$ cat config.mk
export PLATFORM = sky130hd
export DESIGN_NAME = seq_arrdiv_ctrl
export DESIGN_NICKNAME = d
export VERILOG_FILES = /design/src/rtl/seq_arrdiv_ctrl.sv
export SDC_FILE = /design/constraint.sdc
export NUM_CORES = 1
export LEC_CHECK = 0
export ABC_AREA = 1
export CAP_MARGIN = 15
export CORE_ASPECT_RATIO = 1.1
export CORE_MARGIN = 2
export CORE_UTILIZATION = 35
export DETAILED_ROUTE_END_ITERATION = 8
export DONT_BUFFER_PORTS = 1
export SYNTH_ARGS = -nofsm -noshare
export SYNTH_HDL_FRONTEND = slang
export SYNTH_SLANG_ARGS = --single-unit
$ cat constraint.sdc
create_clock -name clk -period 3.1 [get_ports clk]
set_input_delay 0.62 -clock clk [delete_from_list [all_inputs] [get_ports clk]]
set_output_delay 0.62 -clock clk [all_outputs]
set_load 0.02 [all_outputs]
$ cat src/rtl/seq_arrdiv_ctrl.sv
// Iterative unsigned restoring divider: one subtract/restore row reused over WIDTH cycles.
// Optional macro ARRDIV_DBZ_EN adds a dbz port and a divide-by-zero shortcut.
module seq_arrdiv_ctrl #(
  parameter int unsigned WIDTH = 4
) (
  input  logic             clk,
  input  logic             rst,
  input  logic             in_valid,
  output logic             in_ready,
  input  logic [WIDTH-1:0] a,
  input  logic [WIDTH-1:0] b,
  output logic             out_valid,
  input  logic             out_ready,
  output logic [WIDTH-1:0] quot,
  output logic [WIDTH-1:0] rem
`ifdef ARRDIV_DBZ_EN
  ,
  output logic             dbz
`endif
);

  localparam int unsigned CW = (WIDTH > 1) ? $clog2(WIDTH) : 1;

  typedef enum logic [1:0] {
    S_IDLE = 2'd0,
    S_CALC = 2'd1,
    S_DONE = 2'd2
  } state_t;

  state_t           state_q, state_d;
  logic [WIDTH-1:0] a_q, a_d;
  logic [WIDTH-1:0] b_q, b_d;
  logic [WIDTH-1:0] r_q, r_d;
  logic [WIDTH-1:0] quot_q, quot_d;
  logic [WIDTH-1:0] rem_q, rem_d;
  logic [CW-1:0]    cnt_q, cnt_d;
  logic             in_ready_q, in_ready_d;
  logic             out_valid_q, out_valid_d;
`ifdef ARRDIV_DBZ_EN
  logic             dbz_q, dbz_d;
`endif

  logic [WIDTH:0]   row_s;
  logic [WIDTH:0]   row_diff;
  logic             row_borrow;
  logic [WIDTH-1:0] row_r;
  logic [WIDTH-1:0] row_a;

  // Single restoring row; quotient bits shift into the dividend register's LSB.
  always_comb begin
    row_s      = {r_q, a_q[WIDTH-1]};
    row_diff   = row_s - {1'b0, b_q};
    row_borrow = row_diff[WIDTH];
    row_r      = row_borrow ? row_s[WIDTH-1:0] : row_diff[WIDTH-1:0];
    row_a      = {a_q[WIDTH-2:0], ~row_borrow};
  end

  // State register
  always_ff @(posedge clk) begin
    if (rst) state_q <= S_IDLE;
    else     state_q <= state_d;
  end

  // Datapath and output registers
  always_ff @(posedge clk) begin
    if (rst) begin
      a_q         <= '0;
      b_q         <= '0;
      r_q         <= '0;
      quot_q      <= '0;
      rem_q       <= '0;
      cnt_q       <= '0;
      in_ready_q  <= 1'b1;
      out_valid_q <= 1'b0;
`ifdef ARRDIV_DBZ_EN
      dbz_q       <= 1'b0;
`endif
    end else begin
      a_q         <= a_d;
      b_q         <= b_d;
      r_q         <= r_d;
      quot_q      <= quot_d;
      rem_q       <= rem_d;
      cnt_q       <= cnt_d;
      in_ready_q  <= in_ready_d;
      out_valid_q <= out_valid_d;
`ifdef ARRDIV_DBZ_EN
      dbz_q       <= dbz_d;
`endif
    end
  end

  // Next-state logic
  always_comb begin
    state_d = state_q;
    case (state_q)
      S_IDLE: begin
        if (in_valid) begin
          state_d = S_CALC;
`ifdef ARRDIV_DBZ_EN
          if (b == '0) state_d = S_DONE;
`endif
        end
      end
      S_CALC:  if (cnt_q == '0) state_d = S_DONE;
      S_DONE:  if (out_ready) state_d = S_IDLE;
      default: state_d = S_IDLE;
    endcase
  end

  // Datapath updates and registered handshake outputs
  always_comb begin
    a_d         = a_q;
    b_d         = b_q;
    r_d         = r_q;
    quot_d      = quot_q;
    rem_d       = rem_q;
    cnt_d       = cnt_q;
    in_ready_d  = (state_d == S_IDLE);
    out_valid_d = (state_d == S_DONE);
`ifdef ARRDIV_DBZ_EN
    dbz_d       = dbz_q;
`endif
    case (state_q)
      S_IDLE: begin
        if (in_valid) begin
          a_d   = a;
          b_d   = b;
          r_d   = '0;
          cnt_d = CW'(WIDTH - 1);
`ifdef ARRDIV_DBZ_EN
          dbz_d = 1'b0;
          if (b == '0) begin
            quot_d = '1;
            rem_d  = a;
            dbz_d  = 1'b1;
          end
`endif
        end
      end
      S_CALC: begin
        a_d   = row_a;
        r_d   = row_r;
        cnt_d = cnt_q - CW'(1);
        if (cnt_q == '0) begin
          quot_d = row_a;
          rem_d  = row_r;
        end
      end
      S_DONE: begin
`ifdef ARRDIV_DBZ_EN
        if (out_ready) dbz_d = 1'b0;
`endif
      end
      default: ;
    endcase
  end

  assign in_ready  = in_ready_q;
  assign out_valid = out_valid_q;
  assign quot      = quot_q;
  assign rem       = rem_q;
`ifdef ARRDIV_DBZ_EN
  assign dbz       = dbz_q;
`endif

endmodule
==> flow_metrics.env <==
export IMPL_synth_edf_count=0
export IMPL_setup_violations=0
export IMPL_min_period_ns=1.93
export IMPL_dpl_cell_area_sq_um=1290
export IMPL_p_per_area_nw_per_um2=674
export IMPL_syn_inst=169
export IMPL_synth_top_cell_area_share_pct=41.8
export IMPL_vias_per_cell=4.91
export IMPL_root_buffer="clkbuf_4"
export IMPL_rsz0062_at_grt="false"
export IMPL_fmax_mhz=518
export IMPL_tightest_slew_ns=0.381
export IMPL_ant_nets=0
export IMPL_yosysTopAreaCell="dfxtp_1"
export IMPL_yosysUniqueCellTypes=24
export IMPL_cts_sinks=26
export IMPL_grt_usage_pct=14.2
export IMPL_finalMaxSlewViolations=0
export IMPL_ir_drop_mv=0.194
export IMPL_dp_hpwl_um=1970
export IMPL_p_leak_nw=0.593
export IMPL_stdcell_area_sq_um=1320
export IMPL_yosys_register_bits=26
export IMPL_maxCapViolCount=0
export IMPL_fp_dieH_um=66.6
export IMPL_status="completed"
export IMPL_clk_pin_slew_worst_paths_ns=0.14
export IMPL_min_path_type="in -> reg"
export IMPL_grt_antenna_before_repair=0
export IMPL_cts_buffers=3
export IMPL_cp_start_kind="flop"
export IMPL_grt_start_max_net_pins=19
export IMPL_syn_num_nets=187
export IMPL_cts_resized=0
export IMPL_vias=1070
export IMPL_cp_max_fo=6
export IMPL_fin_crit_sh_pct=62.2
export IMPL_drc=0
export IMPL_place_congestion=0.885
export IMPL_grt_pass1_vias=965
export IMPL_initial_utilization_pct=36.8
export IMPL_drt_iter0_drc=71
export IMPL_layout_nets=189
export IMPL_arrival_ns=2.16
export IMPL_ys_top_cells_by_count="nand2_1, dfxtp_1, inv_1"
export IMPL_ys_flop_type="dfxtp_1"
export IMPL_port_buffers=0
export IMPL_cp_required_ns=3.33
export IMPL_rows=22
export IMPL_synthArstFlopShare_pct=0
export IMPL_wl_per_cell_um=11.8
export IMPL_overflow=0
export IMPL_final_layout_size_suffix_gt1_share_pct=8.24
export IMPL_synth_avg_cell_area_sq_um=7.37
export IMPL_synth_yosys_seq_area_share_pct=41.8
export IMPL_skew_ns=0.00231
export IMPL_syn_to_final_growth_pct=6.22
export IMPL_htree_levels=1
export IMPL_clock_latency_ns=0.31
export IMPL_antenna_cells=0
export IMPL_synthTopCellsByArea="dfxtp_1, nand2_1, inv_1"
export IMPL_grt_pass1_wl_um=4280
export IMPL_critPathKind="reg -> reg"
export IMPL_ios=22
export IMPL_yosys_warnings=0
export IMPL_die_width_um=60.9
export IMPL_yosysMostFrequentCell="nand2_1"
export IMPL_syn_cell_area_sq_um=1250
export IMPL_clk_path_buf_depth=2
export IMPL_power_mw=0.892
export IMPL_relSlewSlack_pct=74.6
export IMPL_drt_wl_total_um=2580
export IMPL_tritoncts="done"
export IMPL_first_pass_iters=7
export IMPL_cts_hold_buf=0
export IMPL_crit_path_end_kind="flop"
export IMPL_hold_viol_final=0
export IMPL_die_area_sq_um=4050
export IMPL_fp_coreArea_sq_um=3390
export IMPL_fin_setup_tns_ns=0
export IMPL_post_cts_repair_setup_buffers=0
-- layout make-up --
type,instances,area (sq um)
inverters,28,108
well taps,48,60.1
clock buffers,4,36.3
multi-input cells,112,599
flip-flops and latches,26,520
fillers,351,2060
-- logic make-up after synthesis --
kind of cell	count (synthesis)	share of synthesized area (%)
xor+xnor	1	0.703
compound gates	30	13.7
fa+ha+maj	6	6.63
flops	26	41.8
buf+inv	31	10.1
simple gates	75	27.1
-- registers in the layout (all words and copies together) (netlist names) --
name       flops
a_q            4
b_q            4
cnt_q          2
in_ready       1
out_valid      1
quot           4
r_q            4
rem            4
state_q        2
-- worst paths after layout --
check | from | slack (ns) | end | depth (start not counted)
min | rst | 0.35 | r_q[3]$_SDFFE_PP0P_ | 1
min reg2reg | cnt_q[1]$_SDFFE_PP0P_ | 0.49 | cnt_q[1]$_SDFFE_PP0P_ | 2
max | a_q[3]$_SDFFE_PP0P_ | 1.17 | rem[3]$_SDFFE_PP0P_ | 12
max reg2reg | a_q[3]$_SDFFE_PP0P_ | 1.17 | rem[3]$_SDFFE_PP0P_ | 12
-- critical path, cell delays in order, from the launching register on --
cell     delay [ns]
dfxtp_1        0.32
inv_1          0.08
ha_1           0.15
inv_1          0.05
fa_1           0.40
nand3_1        0.15
nand3_1        0.12
nand2_1        0.07
nand2_1        0.13
nand2_1        0.10
nand2_1        0.06
o21ai_0        0.14
inv_1          0.05
-- cell usage in the layout, fill, tap and decap left out --
| cell | instances |
|---|---|
| a221oi_1 | 1 |
| clkbuf_4 | 3 |
| or2_2 | 1 |
| a21oi_1 | 16 |
| nand2_1 | 48 |
| ha_1 | 5 |
| dfxtp_1 | 26 |
| a31oi_1 | 2 |
| nand3_1 | 9 |
| nor2_2 | 1 |
| inv_1 | 24 |
| inv_2 | 3 |
| inv_4 | 1 |
| o22ai_1 | 1 |
| o21ai_0 | 7 |
| clkbuf_8 | 1 |
| nor2_1 | 13 |
| nor2_4 | 1 |
| fa_1 | 1 |
| xnor2_1 | 1 |
| a211oi_1 | 1 |
| a211oi_2 | 1 |
| o211ai_1 | 1 |
| nor2_8 | 2 |
-- per-stage QoR --
| stage | hold slack, ns | setup slack, ns | instances | util (%) |
|---|---|---|---|---|
| 2_1_floorplan | 0.435 | 1.40 | 169 | - |
| 3_3_place_gp | 0.460 | 1.32 | 214 | 38.0 |
| 3_5_place_dp | 0.467 | 1.20 | 214 | 38.0 |
| 4_1_cts | 0.338 | 1.18 | 218 | 39.1 |
| 5_1_grt | 0.315 | 0.949 | 218 | 39.1 |
| 6_report | 0.352 | 1.17 | 218 | 39.1 |
-- layer usage --
metal | vias to the layer above | track usage (%) | wire length, um
li1 | 535 | - | -
met1 | 496 | 18.3 | 1140
met2 | 35 | 21.6 | 1210
met3 | 4 | 3.88 | 186
met4 | 0 | 6.25 | 40
met5 | - | 0 | 0
-- report_power, final --
group | leakage (nW) | switching, mW | internal, mW | total (mW)
clock | 0.0210 | 0.0978 | 0.0717 | 0.170
sequential | 0.213 | 0.0459 | 0.378 | 0.424
combinational | 0.358 | 0.197 | 0.101 | 0.298
Note: power is estimated with default switching activity, not from simulation.
